### config.mk
export PLATFORM = sky130hd
export DESIGN_NAME = cse_shared_term_pipe
export DESIGN_NICKNAME = d
export VERILOG_FILES = /design/src/rtl/cse_shared_term_pipe.sv
export SDC_FILE = /design/constraint.sdc
export NUM_CORES = 1
export LEC_CHECK = 0
export CORE_MARGIN = 1.5
export CORE_UTILIZATION = 41
export CTS_BUF_LIST = sky130_fd_sc_hd__clkbuf_4
export DETAILED_ROUTE_END_ITERATION = 10
export GPL_TIMING_DRIVEN = 0
export MAX_ROUTING_LAYER = met4
export PLACE_DENSITY = 0.8
export SKIP_LAST_GASP = 1
export SLEW_MARGIN = 20
export SYNTH_ARGS = -nofsm -noshare
export SYNTH_HDL_FRONTEND = slang
export SYNTH_SLANG_ARGS = --single-unit
### constraint.sdc
create_clock -name clk -period 1.9 [get_ports clk]
set_input_delay 0.38 -clock clk [delete_from_list [all_inputs] [get_ports clk]]
set_output_delay 0.38 -clock clk [all_outputs]
set_load 0.01 [all_outputs]
### src/rtl/cse_shared_term_pipe.sv
// Two-stage valid/ready pipeline that computes t = a & b once per beat and fans it out to CHANNELS consumers.
// Optional macro SHARED_TERM_CACHE_EN adds a one-entry {a, b, t} cache that reuses t when a/b repeat.
module cse_shared_term_pipe #(
    parameter int WIDTH    = 8,
    parameter int CHANNELS = 2,
    parameter int CNT_W    = 16
) (
    input  logic                      clk,
    input  logic                      rst,
    input  logic                      in_valid,
    output logic                      in_ready,
    input  logic [WIDTH-1:0]          in_a,
    input  logic [WIDTH-1:0]          in_b,
    input  logic [CHANNELS*WIDTH-1:0] in_c,
    input  logic [CHANNELS*WIDTH-1:0] in_d,
    output logic                      out_valid,
    input  logic                      out_ready,
    output logic [CHANNELS*WIDTH-1:0] out1,
    output logic [CHANNELS*WIDTH-1:0] out2,
    output logic [CNT_W-1:0]          term_count,
    output logic [CNT_W-1:0]          hit_count
);

    function automatic logic [CNT_W-1:0] sat_inc(input logic [CNT_W-1:0] v);
        return (&v) ? v : v + 1'b1;
    endfunction

    logic                      w_adv1;
    logic                      w_adv2;
    logic                      w_accept;
    logic                      w_hit;
    logic [WIDTH-1:0]          w_and;
    logic [WIDTH-1:0]          w_t;
    logic [CHANNELS*WIDTH-1:0] w_out1;
    logic [CHANNELS*WIDTH-1:0] w_out2;

    logic                      r_vld_p1;
    logic [WIDTH-1:0]          r_t_p1;
    logic [CHANNELS*WIDTH-1:0] r_c_p1;
    logic [CHANNELS*WIDTH-1:0] r_d_p1;
    logic                      r_vld_p2;
    logic [CHANNELS*WIDTH-1:0] r_out1_p2;
    logic [CHANNELS*WIDTH-1:0] r_out2_p2;
    logic [CNT_W-1:0]          r_term_cnt;

    assign w_adv2   = !r_vld_p2 || out_ready;
    assign w_adv1   = !r_vld_p1 || w_adv2;
    assign w_accept = in_valid && w_adv1;
    assign w_and    = in_a & in_b;

`ifdef SHARED_TERM_CACHE_EN
    logic             r_cache_vld;
    logic [WIDTH-1:0] r_cache_a;
    logic [WIDTH-1:0] r_cache_b;
    logic [WIDTH-1:0] r_cache_t;
    logic [CNT_W-1:0] r_hit_cnt;

    assign w_hit     = r_cache_vld && (in_a == r_cache_a) && (in_b == r_cache_b);
    assign w_t       = w_hit ? r_cache_t : w_and;
    assign hit_count = r_hit_cnt;

    // Only a miss refreshes the cache, so a hit never rewrites identical contents.
    always_ff @(posedge clk) begin
        if (rst) begin
            r_cache_vld <= 1'b0;
        end else if (w_accept && !w_hit) begin
            r_cache_vld <= 1'b1;
            r_cache_a   <= in_a;
            r_cache_b   <= in_b;
            r_cache_t   <= w_and;
        end
    end

    always_ff @(posedge clk) begin
        if (rst) begin
            r_hit_cnt <= '0;
        end else if (w_accept && w_hit) begin
            r_hit_cnt <= sat_inc(r_hit_cnt);
        end
    end
`else
    assign w_hit     = 1'b0;
    assign w_t       = w_and;
    assign hit_count = '0;
`endif

    always_ff @(posedge clk) begin
        if (rst) begin
            r_term_cnt <= '0;
        end else if (w_accept && !w_hit) begin
            r_term_cnt <= sat_inc(r_term_cnt);
        end
    end

    // Stage 1: shared term plus per-channel operands
    always_ff @(posedge clk) begin
        if (rst) begin
            r_vld_p1 <= 1'b0;
        end else if (w_adv1) begin
            r_vld_p1 <= w_accept;
        end
    end

    always_ff @(posedge clk) begin
        if (w_accept) begin
            r_t_p1 <= w_t;
            r_c_p1 <= in_c;
            r_d_p1 <= in_d;
        end
    end

    assign w_out1 = {CHANNELS{r_t_p1}} | r_c_p1;
    assign w_out2 = {CHANNELS{r_t_p1}} & r_d_p1;

    // Stage 2: per-channel results
    always_ff @(posedge clk) begin
        if (rst) begin
            r_vld_p2  <= 1'b0;
            r_out1_p2 <= '0;
            r_out2_p2 <= '0;
        end else if (w_adv2) begin
            r_vld_p2 <= r_vld_p1;
            if (r_vld_p1) begin
                r_out1_p2 <= w_out1;
                r_out2_p2 <= w_out2;
            end
        end
    end

    assign in_ready   = w_adv1;
    assign out_valid  = r_vld_p2;
    assign out1       = r_out1_p2;
    assign out2       = r_out2_p2;
    assign term_count = r_term_cnt;

endmodule

==> results of run 1 <==
==> cells by family after synthesis <==
family | Yosys count | share of synthesized area (%)
other cells | 1 | 0.110
compound gates | 44 | 7.64
buf+inv | 39 | 6.13
fa+ha+maj | 1 | 0.367
flops | 90 | 64.6
simple gates | 137 | 20.5
mux | 2 | 0.661
==> repair_timing <==
action,in CTS,in global routing
pin swaps,0,1
hold buffers,0,0
gates cloned,1,1
endpoints found under the setup margin,56,18
setup buffers,1,2
resized for setup,19,22
==> cell usage after synthesis <==
| cell type | number |
|---|---|
| a211oi_1 | 1 |
| a21oi_1 | 27 |
| and2_1 | 10 |
| and3b_4 | 1 |
| and4_1 | 1 |
| buf_1 | 1 |
| buf_2 | 2 |
| buf_4 | 16 |
| clkbuf_1 | 14 |
| conb_1 | 1 |
| dfxtp_1 | 50 |
| edfxtp_1 | 40 |
| ha_1 | 1 |
| inv_1 | 6 |
| mux2_2 | 2 |
| nand2_1 | 23 |
| nand2b_1 | 1 |
| nand3_1 | 21 |
| nand3b_1 | 1 |
| nand4_1 | 6 |
| nor2_1 | 23 |
| nor2b_1 | 2 |
| nor3_1 | 33 |
| nor4_1 | 3 |
| o21ai_0 | 4 |
| o21bai_1 | 1 |
| o311a_1 | 1 |
| o311ai_0 | 2 |
| o31ai_1 | 6 |
| o41ai_1 | 2 |
| or2_2 | 1 |
| or3_1 | 3 |
| or4_1 | 7 |
| or4b_1 | 1 |
==> state kept, by name, indices dropped and copies added, names as in the netlist <==
signal	flops
term_count	16
r_t_p1	8
out_valid	1
r_vld_p1	1
out2	16
r_d_p1	16
r_c_p1	16
out1	16
==> worst register-to-register path, stage by stage, from the launching register on <==
cell,delay [ns]
dfxtp_1,0.36
and3b_4,0.20
or4_4,0.60
or4_4,0.51
a21oi_2,0.14
==> final timing paths <==
kind,end,start,slack [ns],cells after the start
worst max register to register,term_count[11],r_vld_p1,0.06,4
worst max-delay path,term_count[11],r_vld_p1,0.06,4
worst min register to register,out2[4],out2[4],0.46,2
worst min-delay path,term_count[15],rst,0.37,3
==> metrics by stage <==
step	hold slack (ns)	area, um^2	instances	util [%]	setup TNS (ns)
after floorplan	0.448	3470	329	-	0
after global placement	0.438	4610	534	56.6	-40.98
after detailed placement	0.442	4610	534	56.6	-44.43
after CTS	0.350	4820	551	59.3	-0.0673
after global routing	0.367	4900	552	60.3	-0.454
final	0.372	4900	552	60.3	0
==> layer usage <==
metal / global-route usage [%] / vias to the layer above / share of wire (%)
li1: - / 1358 / -
met1: 24.9 / 1301 / 40
met2: 34.5 / 151 / 50
met3: 6.63 / 9 / 9.0
met4: 5.10 / 0 / 0.65
met5: - / - / 0
==> area by class of cell <==
type	instances	share of cell area [%]
timing repair buffer	104	21.0
sequential	90	45.4
buffer	31	3.78
clock inverter	6	1.96
tap	105	2.68
timing repair inverter	1	0.153
multi-input combinational	200	23.2
clock buffer	9	1.38
inverter	6	0.536
==> report_power, final <==
part	total (W)	leakage, nW	internal [W]	switching [W]
combinational	0.000401	0.809	0.000218	0.000183
clock	0.00122	0.0849	0.000546	0.000674
sequential	0.00217	0.808	0.00212	0.0000531
==> impl_metrics.tcl, run 1 <==
set metrics [dict create \
    critPathMostFrequentCell "or4_4" \
    first_global_vias 2818 \
    drv_slew 0 \
    yosys_warnings 0 \
    final_cell_mix "clkdlybuf4s50_1 (97), edfxtp_1 (40), dfxtp_1 (39)" \
    synth.distinct_cells 34 \
    htreeDepth 3 \
    final_hold_viol_count 0 \
    cp.arrival_ns 2.21 \
    synth_largest_area_cell "edfxtp_1" \
    row_count 33 \
    seq_area_mm2 0.00223 \
    critPathTopFamily "simple AND/OR/NAND/NOR gates" \
    clk_latency_ns 0.42 \
    core_mm2 0.00813 \
    finalCritPeriodShare_pct 96.9 \
    synthTopCellsByArea "edfxtp_1 (35%), dfxtp_1 (29%), nor3_1 (4.8%), a21oi_1 (4.0%), buf_4 (3.5%)" \
    drcViolationCount 0 \
    final_nets 496 \
    rsz0062_at_grt "yes" \
    grt_max_degree 22 \
    status "finished, final reports clean" \
    end_kind "flip-flop" \
    dpl_worst_slack_ns -0.756 \
    num_vias 2819 \
    dr.pass1.iters 4 \
    num-fill-cells 652 \
    ys_ff_latch 90 \
    maxCapViolCount 0 \
    clk_path_buf_depth 2 \
    path_class "flip-flop to flip-flop" \
    period_minus_slack_ns 1.84 \
    crit_fanout 9 \
    cts_buffers 9 \
    path_clk_slew_ns 0.15 \
    timing.slew.headroom_pct 59.7 \
    fp.dieH_um 94.2 \
    area_growth_syn_to_layout_pct 44.0 \
    max_slew.worst_pin.slew_ns 0.605 \
    fp.dieW_um 94.2 \
    synth_top_area_share_pct 35.3 \
    hold_path_class "input port to flip-flop" \
    powerDensity_mw_per_mm2 773 \
    syn_area_mm2 0.00341 \
    p_leak_nw 1.70 \
    drt_iter0_markers 121 \
    dieArea_mm2 0.00887 \
    final_antenna_net_count 0 \
    detailed_place_hpwl_um 5930 \
    final_common_cell "clkdlybuf4s50_1" \
    multi_input_area_mm2 0.00114 \
    slowest_delay_ns 0.60 \
    path_cells "and3b_4 -> or4_4 -> or4_4 -> a21oi_2" \
    grt_util_all_layers_pct 20.9 \
    globalplace.congestion 0.839 \
    wl_um 8700 \
    slowest_stage "or4_4" \
    netlist_instances 314 \
    numPortBuffers 100 \
    fin_worst_skew_ns 0.0166 \
    worstPathRequired_ns 2.27 \
    antenna_found_initial 0 \
    postLayoutSetupSlackWorst_ns 0.0582 \
    finalSetupViolCount 0 \
    syn_area_per_cell_um2 10.9 \
    drive_above_1_share_pct 14.5 \
    worst-path-buf-inv 0 \
    start_kind "flip-flop" \
    fmax_mhz 543 \
    synth_sequential_area_ratio_pct 64.6 \
    initial_core_util_pct 41.9 \
    drt-vias-per-instance 5.11 \
    cts_root_buf "clkbuf_4" \
    diodes 0 \
    cts_tree "yes" \
    finalPower_w 0.00379 \
    avgRoutedWirePerCell_um 15.8 \
    top_level_ports 118 \
    ir_worst_vdd_mv 0.508 \
    cts_num_sinks 90 \
    grt_overflow 0 \
    grt_pass1_wl_um 13500 \
]
(Power assumes the default switching activity.)
==> run 2, diff against run 1 <==
- DONT_BUFFER_PORTS: not set -> 1
- PLACE_DENSITY: 0.8 -> 0.6
==> impl_metrics.tcl, run 2 (synthesis results as in run 1) <==
set metrics [dict create \
    status "finished, final reports clean" \
    initial_core_util_pct 41.9 \
    dr.max_layer_used "met4" \
    drt-vias-per-instance 5.19 \
    dr.pass1.iters 4 \
    wl_met3_um 855 \
    p_leak_nw 1.43 \
    end_kind "flip-flop" \
    drt_iter0_markers 87 \
    final_cell_mix "dfxtp_1 (41), edfxtp_1 (40), nor3_1 (32)" \
    cts_tree "yes" \
    finalSetupTns_ns 0 \
    hold_path_class "input port to flip-flop" \
    diodes 0 \
    grt_overflow 0 \
    final_antenna_net_count 0 \
    grt_max_degree 22 \
    drv_slew 0 \
    multi_input_area_mm2 0.00113 \
    avgRoutedWirePerCell_um 16.9 \
    detailed_place_hpwl_um 5040 \
    fp.dieW_um 94.2 \
    top_level_ports 118 \
    period_minus_slack_ns 1.81 \
    final_hold_viol_count 0 \
    max_slew.worst_pin.slew_ns 0.719 \
    htreeDepth 3 \
    area_growth_syn_to_layout_pct 21.4 \
    fin_worst_skew_ns 0.0163 \
    path_clk_slew_ns 0.14 \
    finalPower_w 0.00364 \
    numPortBuffers 0 \
    wl_um 8070 \
    maxCapViolCount 0 \
    grt_pass1_wl_um 11500 \
    final_nets 420 \
    seq_area_mm2 0.00223 \
    cts_root_buf "clkbuf_4" \
    fp.dieH_um 94.2 \
    clk_latency_ns 0.44 \
    dpl_worst_slack_ns -0.401 \
    rsz0062_at_grt "yes" \
    num_vias 2476 \
    powerDensity_mw_per_mm2 881 \
    num-fill-cells 725 \
    first_global_vias 2192 \
    startpoint "term_count[0]" \
    dieArea_mm2 0.00887 \
    cts_buffers 9 \
    worstPathRequired_ns 2.23 \
    start_kind "flip-flop" \
    fmax_mhz 551 \
    core_mm2 0.00813 \
    postLayoutSetupSlackWorst_ns 0.0865 \
    r2r-start "term_count[0]" \
    grt_util_all_layers_pct 18.4 \
    drcViolationCount 0 \
    crit_fanout 7 \
    drt-met1-wl_um 3330 \
    cts_num_sinks 90 \
    row_count 33 \
    cp.arrival_ns 2.14 \
    final_common_cell "dfxtp_1" \
    antenna_found_initial 0 \
    fin_util_pct 50.9 \
    min_from "in_c[14]" \
    clk_path_buf_depth 2 \
    globalplace.congestion 0.769 \
    path_class "flip-flop to flip-flop" \
    ir_worst_vdd_mv 0.502 \
    met2_length_um 3840 \
    layoutNonFillerInstCount 477 \
    drive_above_1_share_pct 18.3 \
    finalCritPeriodShare_pct 95.4 \
    finalSetupViolCount 0 \
    timing.slew.headroom_pct 52.0 \
    placed_cells 434 \
]
run 2: report_power, final:
part	switching, W	internal, W
registers	0.0000734	0.00212
logic	0.000141	0.0000987
clock network	0.000661	0.000554
total	0.000875	0.00277
run 2: metal layers:
layer	up-vias	global-route usage, %
li1	1211	-
met2	116	28.4
met4	0	7.46
met3	6	6.39
met5	-	-
met1	1143	21.9
run 2: timing repair:
| action | 4_1_cts | 5_1_grt |
|---|---|---|
| buffers inserted | 3 | 2 |
| gates resized for setup | 24 | 15 |
| endpoints found under the setup margin | 56 | 20 |
| pin swaps | 2 | 2 |
| gates cloned | 1 | 1 |
| hold endpoints to repair | 0 | 22 |
| hold buffers | 0 | 22 |
run 2: stage by stage:
step	area, um^2	hold slack (ns)
floorplan	3470	0.448
global placement	3610	0.460
detailed placement	3610	0.468
CTS	3860	0.00144
global route	4140	0.00514
finish	4140	0.0406
run 2: final timing paths:
kind                     to  slack (ns)  depth (start not counted)
min reg2reg       out_valid        0.48                          2
min              r_c_p1[14]        0.04                          0
max reg2reg  term_count[10]        0.09                          5
max          term_count[10]        0.09                          5
run 2: worst max-delay path: stages (launching register included):
cell and delay [ns]:
dfxtp_4 0.42, ha_1 0.18, nand4_1 0.17, or4b_4 0.56, o311ai_1 0.26, o41ai_1 0.11
run 2: final cells by class:
class / instances / share of cell area, %
Tap cell: 105 / 3.18
Timing Repair Buffer: 28 / 6.35
Clock inverter: 6 / 2.15
Timing Repair inverter: 1 / 0.181
Multi-Input combinational cell: 200 / 27.4
Inverter: 6 / 0.635
Clock buffer: 10 / 1.81
Sequential cell: 90 / 53.8
Buffer: 31 / 4.51
==> run 3, diff against run 2 <==
- ABC_AREA: not set -> 1
- CELL_PAD_IN_SITES_DETAIL_PLACEMENT: not set -> 1
- CELL_PAD_IN_SITES_GLOBAL_PLACEMENT: not set -> 2
- CORE_UTILIZATION: 41 -> 35
- PLACE_DENSITY: 0.6 -> 0.81
==> impl_metrics.tcl, run 3 <==
set metrics [dict create \
    powerDensity_mw_per_mm2 872 \
    synthArstFlopShare_pct 0 \
    ys_ff_latch 90 \
    fp.dieW_um 104 \
    layoutNonFillerInstCount 552 \
    cts_root_buf "clkbuf_4" \
    diodes 0 \
    worst_hold_slack_ns 0.0317 \
    path_cells "ha_1 -> nand3_2 -> inv_1 -> nand2_2 -> nor2_2 -> nor2_1 -> nand2_1 -> a21oi_1" \
    worstPathRequired_ns 2.21 \
    start_kind "flip-flop" \
    period_minus_slack_ns 1.69 \
    ff2ff_setup_slack_ns 0.21 \
    drt-vias-per-instance 4.68 \
    final_common_cell "nand2_1" \
    syn_area_mm2 0.00357 \
    core_mm2 0.00982 \
    synth.distinct_cells 28 \
    status "finished, final reports clean" \
    cp.arrival_ns 2.00 \
    placed_cells 520 \
    dieArea_mm2 0.0108 \
    synth_ff_type "dfxtp_1" \
    drive_above_1_share_pct 14.6 \
    fin_worst_skew_ns 0.0198 \
    ir_worst_vdd_mv 0.458 \
    path_class "flip-flop to flip-flop" \
    drt_iter0_markers 101 \
    detailed_place_hpwl_um 6200 \
    rsz0062_at_grt "no" \
    max_slew.worst_pin.slew_ns 0.643 \
    fmax_mhz 592 \
    r2r_end "term_count[11]" \
    post-cts-setup-buffers 0 \
    maxCapViolCount 0 \
    p_leak_nw 1.63 \
    crit_fanout 4 \
    r2r-start "term_count[1]" \
    synth_top_area_share_pct 33.6 \
    initial_core_util_pct 36.4 \
    clk_path_buf_depth 2 \
    min_path_cells 0 \
    top_level_ports 118 \
    htreeDepth 3 \
    drv_slew 0 \
    antenna_found_initial 0 \
    hold_path_class "input port to flip-flop" \
    postLayoutSetupSlackWorst_ns 0.210 \
    synthTopCellsByArea "edfxtp_1 (34%), dfxtp_1 (28%), nand2_1 (7.0%), nor2_1 (5.2%), buf_4 (3.6%)" \
    row_count 36 \
    wl_um 8700 \
    slowest_stage "dfxtp_1" \
    clk_latency_ns 0.44 \
    fin_util_pct 42.0 \
    netlist_instances 372 \
    numPortBuffers 0 \
    finalPower_w 0.00360 \
    synth_commonest_cells "nand2_1 (67), dfxtp_1 (50), nor2_1 (49)" \
    synth_largest_area_cell "edfxtp_1" \
    cts_num_sinks 90 \
    globalplace.congestion 0.773 \
    end_kind "flip-flop" \
    min_to "r_c_p1[8]" \
    reg2reg_depth 8 \
    final_nets 467 \
    finalCritPeriodShare_pct 89.0 \
    final_cell_mix "nand2_1 (67), dfxtp_1 (50), nor2_1 (48)" \
    first_global_vias 2666 \
    slowest_delay_ns 0.48 \
    dr.pass1.iters 4 \
    final_antenna_net_count 0 \
    grt_overflow 0 \
    cts_tree "yes" \
    avgRoutedWirePerCell_um 15.8 \
    grt_pass1_wl_um 13900 \
    finalSetupViolCount 0 \
    synth-edff-count 40 \
    timing.slew.headroom_pct 57.1 \
    yosys_warnings 0 \
    min_from "in_c[8]" \
    grt_max_degree 47 \
    num_vias 2583 \
    final_hold_viol_count 0 \
    synth_sequential_area_ratio_pct 61.7 \
    dpl_worst_slack_ns -0.204 \
    drcViolationCount 0 \
    grt_util_all_layers_pct 17.1 \
    cts_buffers 9 \
    syn_area_per_cell_um2 9.60 \
    path_clk_slew_ns 0.15 \
    yosysMostFrequentCell "nand2_1" \
    fp.dieH_um 104 \
    area_growth_syn_to_layout_pct 15.5 \
]
## run 3: cell count changes after synthesis, moves of 6 or more
cell | previous run | this run
nor2_1 | 23 | 49
inv_1 | 6 | 23
or4_1 | 7 | 0
nand2_1 | 23 | 67
nor3_1 | 33 | 17
and2_1 | 10 | 2
o31ai_1 | 6 | 0
clkbuf_1 | 14 | 4
o21ai_0 | 4 | 19
## run 3: power by group
group	switching [W]	internal, W	leakage (nW)	total (W)
registers	0.0000781	0.00212	0.802	0.00220
clock network	0.000731	0.000440	0.0873	0.00117
logic	0.000140	0.0000860	0.739	0.000226
total	0.000949	0.00265	1.63	0.00360
## run 3: area by class of cell
cell class              instances  area, um^2
inverters                      25        98.8
fillers                      1171        5700
well taps                     133         166
repair buffers                 16         160
multi-input cells             244        1150
clock buffers                   9        67.6
plain buffers                  28         183
clock inverters                 7        95.1
flip-flops and latches         90        2200
## run 3: per-stage QoR
step | area, um^2 | TNS (ns)
2_1_floorplan | 3630 | 0
3_3_place_gp | 3790 | -0.766
3_5_place_dp | 3790 | -1.06
4_1_cts | 4060 | 0
5_1_grt | 4120 | 0
6_report | 4120 | 0
## run 3: worst max-delay path, delay by kind of cell (launching register included)
kind            cells  cell delay (ns)
flops               1             0.48
compound gates      1             0.06
simple gates        5             0.59
fa+ha+maj           1             0.29
buf+inv             1             0.15
## run 3: cell families after synthesis
| logic type | count (synthesis) | synth area share [%] |
|---|---|---|
| xor+xnor | 1 | 0.245 |
| other cells | 1 | 0.105 |
| fa+ha+maj | 1 | 0.350 |
| flops | 90 | 61.7 |
| compound gates | 46 | 6.55 |
| simple gates | 180 | 23.3 |
| buf+inv | 53 | 7.75 |
## run 3: metal layers
| layer | global-route usage (%) | share of wire [%] | up-vias | wire (um) |
|---|---|---|---|---|
| met2 | 28.6 | 49 | 78 | 4270 |
| met3 | 7.39 | 8.3 | 10 | 725 |
| met5 | - | 0 | - | 0 |
| li1 | - | - | 1288 | - |
| met4 | 4.37 | 1.6 | 0 | 141 |
| met1 | 18.7 | 41 | 1207 | 3560 |
## run 3: repair_timing
item	CTS	global route
hold buffers	10	6
endpoints found under the setup margin	6	3
endpoints found under the hold margin	10	6
resized for setup	1	2
## run 3: worst max-delay path by stage
stage	cells after the start	slack, ns	from	to
after floorplan	9	0.19	out_ready	term_count[14]
after global placement	7	-0.16	out_ready	term_count[0]
after detailed placement	7	-0.20	out_ready	term_count[0]
after CTS	8	0.15	term_count[1]	term_count[10]
after global routing	8	0.02	term_count[1]	term_count[11]
final	8	0.21	term_count[1]	term_count[11]
